<file path="src/rtl/pipe_ctrl.sv">
// Pipeline control for the 3-stage fetch/decode/execute CPU: RAW forwarding
// selects, load-use stall/bubble, debug run/halt/step FSM and perf counters.

module pipe_ctrl_src #(
    parameter int REG_AW      = 4,
    parameter bit ZERO_REG_EN = 1'b0
) (
    input  logic [REG_AW-1:0] rs,
    input  logic              rs_use,
    input  logic [REG_AW-1:0] rdest_r,
    input  logic              we,
    input  logic              ld_r,
    input  logic [REG_AW-1:0] rdest_rr,
    input  logic              we_r,
    output logic [1:0]        fwd,
    output logic              ld_haz
);
    logic zero_mask, m_ex, m_wb;

    assign zero_mask = ZERO_REG_EN && (rs == '0);
    assign m_ex      = rs_use && (rs == rdest_r)  && !zero_mask;
    assign m_wb      = rs_use && (rs == rdest_rr) && !zero_mask;

    // A load in execution has no result yet; it forwards from writeback next cycle.
    always_comb begin
        fwd = 2'b00;
        if (m_ex && we && !ld_r)
            fwd = 2'b01;
        else if (m_wb && we_r)
            fwd = 2'b10;
    end

    assign ld_haz = m_ex && we && ld_r;
endmodule

module pipe_ctrl #(
    parameter int REG_AW      = 4,
    parameter int CNT_W       = 16,
    parameter bit ZERO_REG_EN = 1'b0,
    parameter bit BOOT_HALT   = 1'b0
) (
    input  logic              clk,
    input  logic              rst,
    input  logic [REG_AW-1:0] rs_a,
    input  logic [REG_AW-1:0] rs_b,
    input  logic              rs_a_use,
    input  logic              rs_b_use,
    input  logic [REG_AW-1:0] rdest_r,
    input  logic              we,
    input  logic              ld_r,
    input  logic [REG_AW-1:0] rdest_rr,
    input  logic              we_r,
    input  logic              halt_req,
    input  logic              run_req,
    input  logic              step_req,
    input  logic              cnt_clr,
    output logic [1:0]        fwd_a,
    output logic [1:0]        fwd_b,
    output logic              stall,
    output logic              bubble,
    output logic              pipe_en,
    output logic              halted,
    output logic              step_ack,
    output logic [CNT_W-1:0]  issue_cnt,
    output logic [CNT_W-1:0]  stall_cnt
);
    localparam int NUM_SRC = 2;

    typedef enum logic [1:0] {RUN, HALT, STEP} state_t;
    state_t state, state_nxt;

    logic [NUM_SRC-1:0][REG_AW-1:0] rs_v;
    logic [NUM_SRC-1:0]             use_v, haz_v;
    logic [NUM_SRC-1:0][1:0]        fwd_v;
    logic                           haz;

    assign rs_v  = {rs_b, rs_a};
    assign use_v = {rs_b_use, rs_a_use};

    for (genvar i = 0; i < NUM_SRC; i++) begin : g_src
        pipe_ctrl_src #(.REG_AW(REG_AW), .ZERO_REG_EN(ZERO_REG_EN)) u_src (
            .rs      (rs_v[i]),
            .rs_use  (use_v[i]),
            .rdest_r (rdest_r),
            .we      (we),
            .ld_r    (ld_r),
            .rdest_rr(rdest_rr),
            .we_r    (we_r),
            .fwd     (fwd_v[i]),
            .ld_haz  (haz_v[i])
        );
    end

    assign haz   = |haz_v;
    assign fwd_a = rst ? 2'b00 : fwd_v[0];
    assign fwd_b = rst ? 2'b00 : fwd_v[1];

    always_ff @(posedge clk) begin
        if (rst)
            state <= BOOT_HALT ? HALT : RUN;
        else
            state <= state_nxt;
    end

    // Halt request dominates run/step while halted.
    always_comb begin
        state_nxt = state;
        case (state)
            RUN:     if (halt_req) state_nxt = HALT;
            HALT: begin
                if (halt_req)      state_nxt = HALT;
                else if (run_req)  state_nxt = RUN;
                else if (step_req) state_nxt = STEP;
            end
            STEP:    state_nxt = HALT;
            default: state_nxt = HALT;
        endcase
    end

    assign pipe_en  = !rst && (state == RUN || state == STEP);
    assign stall    = haz && pipe_en;
    assign bubble   = stall;
    assign halted   = (state == HALT);
    assign step_ack = !rst && (state == STEP);

    always_ff @(posedge clk) begin
        if (rst || cnt_clr) begin
            issue_cnt <= '0;
            stall_cnt <= '0;
        end else begin
            if (pipe_en && !bubble) issue_cnt <= issue_cnt + CNT_W'(1);
            if (stall)              stall_cnt <= stall_cnt + CNT_W'(1);
        end
    end
endmodule

</file>
<file path="config.mk">
export PLATFORM = sky130hd
export DESIGN_NAME = pipe_ctrl
export DESIGN_NICKNAME = d
export VERILOG_FILES = /design/src/rtl/pipe_ctrl.sv
export SDC_FILE = /design/constraint.sdc
export NUM_CORES = 1
export LEC_CHECK = 0
export CAP_MARGIN = 30
export CORE_ASPECT_RATIO = 1.75
export CORE_MARGIN = 1.5
export CORE_UTILIZATION = 45
export CTS_CLUSTER_DIAMETER = 120
export DETAILED_ROUTE_END_ITERATION = 16
export PLACE_DENSITY = 0.78
export SLEW_MARGIN = 20
export SYNTH_ARGS = -nofsm -noshare
export SYNTH_HDL_FRONTEND = slang
export SYNTH_HIERARCHICAL = 1
export SYNTH_SLANG_ARGS = --single-unit
</file>
<file path="constraint.sdc">
create_clock -name clk -period 3.2 [get_ports clk]
set_input_delay 0.8 -clock clk [delete_from_list [all_inputs] [get_ports clk]]
set_output_delay 0.8 -clock clk [all_outputs]
set_load 0.005 [all_outputs]
</file>
==> impl_metrics.tcl <==
set metrics [dict create \
    outcome "completed" \
    final_nets 349 \
    gp_congestion 0.816 \
    initial_core_util_pct 47.0 \
    synth_edf_count 0 \
    die_area_mm2 0.00471 \
    cts_buffers 5 \
    p_per_area_mw_per_mm2 294 \
    critical_path_class "in -> out" \
    cts_buffer_depth 2 \
    synth-seq-cells 34 \
    synthArstFlopShare_pct 0 \
    cp_max_fo 3 \
    use_met1_pct 22.5 \
    worst-path-buf-inv 4 \
    clk_pin_slew_ps 60 \
    clockRootBuffer "clkbuf_8" \
    wirelength_um 5100 \
    grt_util_met3_pct 4.32 \
    dp_hpwl_um 3950 \
    grt_pass1_wl_um 8420 \
    synth_cell_types 45 \
    fin_skew_ps 6.21 \
    arrival_ps 2350 \
    yosysWarnings 6 \
    diodes 0 \
    setup_viol 0 \
    max_stage_delay_ps 290 \
    wl_per_cell_um 13.8 \
    rows 31 \
    crit_path_start_kind "primary input" \
    ir_drop_mv 0.245 \
    worstPathRequired_ps 2400 \
    seqCellArea_um2 681 \
    worst_pin_slew_ps 588 \
    p_leak_nw 1.06 \
    clkLatencyLatePin_ps 280 \
    cpLargestDelayFamily "buffers and inverters" \
    cap_violations 0 \
    core-area_mm2 0.00411 \
    area_delta_synth_final_pct 47.1 \
    h-tree-depth 2 \
    grt_pass1_vias 1900 \
    drc_errors 0 \
    yosys_most_used_dff "dfxtp_1" \
    port_buffers 67 \
    cts.sinks 34 \
    overflow 0 \
    antenna_found_initial 0 \
    slowest_stage "dlygate4sd2_1" \
    final_layout_size_suffix_gt1_share_pct 14.1 \
    period_share_pct 98.6 \
    drt_pass1_iterations 4 \
    met2_usage_pct 44.7 \
    vias 2027 \
    fill_cells 361 \
    hold_buffers 0 \
    io_pins 68 \
    multiInputGateArea_mm2 0.00118 \
    max_freq_ghz 0.317 \
    relSlewSlack_pct 60.8 \
    worst_hold_path_type "reg -> reg" \
    busiest_layer "met2" \
    die_y_um 89.7 \
    layout_common_cells "51 x clkdlybuf4s50_1, 34 x dfxtp_1, 26 x nor2_1" \
    synth_nets 263 \
    fin_hold_ws_ps 504 \
    grt_usage_pct 23.1 \
    final_common_cell "clkdlybuf4s50_1" \
    period_needed_ps 3150 \
    synthCells 234 \
    cts_tree "yes" \
    die-width_um 52.5 \
    avgSynthCellArea_um2 8.26 \
    drt_iter0_drc 42 \
    final-hold-violation-count 0 \
    grt_max_degree 32 \
    path_cells "dlygate4sd2_1 > xnor2_1 > nand4_1 > buf_4 > nor3_4 > buf_4 > nor3_2 > nor2b_1 > dlygate4sd2_1" \
    synthesis.area_mm2 0.00193 \
    end_kind "output port" \
    final_core_util_pct 69.2 \
    final_antenna_net_count 0 \
    totalPowerFinal_w 0.000835 \
    ys_seq_area_share_pct 35.2 \
    viasPerCell 5.49 \
    finalMaxSlewViolations 0 \
]
[worst min-delay path, cell delays in order, from the launching register on]
cell and delay [ps]:
dfxtp_1 330, nand2_1 60, a21oi_1 60
[flip-flops by register name (all words and copies together), names as in the netlist]
name       cells
issue_cnt     16
stall_cnt     16
state          2
[cells by family after synthesis]
| family | synth area share [%] |
|---|---|
| buf+inv | 4.53 |
| simple gates | 33.9 |
| fa+ha+maj | 1.29 |
| compound gates | 13.8 |
| flops | 35.2 |
| xor+xnor | 11.3 |
[what timing repair did]
item                                    4_1_cts  5_1_grt
endpoints found under the setup margin        6        3
buffers inserted                              2        2
pin swaps                                    10        5
resized for setup                            16        6
[cell type report]
class | count | share of cell area [%]
clock buffers | 7 | 2.68
inverters | 12 | 1.58
multi-input cells | 180 | 41.4
flip-flops and latches | 34 | 23.9
well taps | 49 | 2.16
repair buffers | 87 | 28.3
[where the power goes]
| part | switching, W | total (W) | internal, W |
|---|---|---|---|
| combinational | 0.0000504 | 0.000112 | 0.0000617 |
| sequential | 0.00000199 | 0.000427 | 0.000425 |
| clock | 0.000146 | 0.000296 | 0.000150 |
| total | 0.000199 | 0.000835 | 0.000636 |
[worst paths after layout]
| path | slack (ps) | cells past startpoint | endpoint | startpoint |
|---|---|---|---|---|
| setup / recovery | 50 | 9 | fwd_b[1] | rs_b[1] |
| hold / removal | 500 | 2 | issue_cnt[1]$_SDFFE_PP0P_ | issue_cnt[1]$_SDFFE_PP0P_ |
| setup reg to reg | 1360 | 5 | stall_cnt[9]$_SDFFE_PP0P_ | state[0]$_SDFFE_PP0P_ |
| hold reg to reg | 500 | 2 | issue_cnt[1]$_SDFFE_PP0P_ | issue_cnt[1]$_SDFFE_PP0P_ |
[routing by layer]
metal	vias up	part of all wire [%]
li1	1009	-
met1	958	36
met2	56	59
met3	4	3.7
met4	0	1.1
met5	-	0
[stage by stage]
step	setup slack [ps]	TNS [ps]	instances	area, um2
6_report	45.2	0	369	2840
4_1_cts	-108	-108	367	2830
3_5_place_dp	-254	-1300	358	2740
3_3_place_gp	-228	-1150	358	2740
5_1_grt	-8.57	-8.57	369	2840
2_1_floorplan	618	0	234	1930
[cells in the mapped netlist, drive strengths merged, types with 4 or more instances]
cell type | number | area [um2]
dfxtp | 34 | 681
nor2 | 27 | 101
xnor2 | 20 | 175
nand2 | 18 | 67.6
a21oi | 14 | 70.1
inv | 12 | 45.0
nand3 | 10 | 50.1
nor3 | 9 | 65.1
nand4 | 8 | 50.1
and2 | 7 | 43.8
nor4 | 7 | 73.8
nor2b | 5 | 31.3
o31ai | 5 | 37.5
or3 | 5 | 36.3
or4 | 5 | 41.3
xor2 | 5 | 43.8
a31o | 4 | 35.0
buf | 4 | 27.5
clkbuf | 4 | 15.0
or2 | 4 | 27.5
Power figures use the tool's default switching activity.
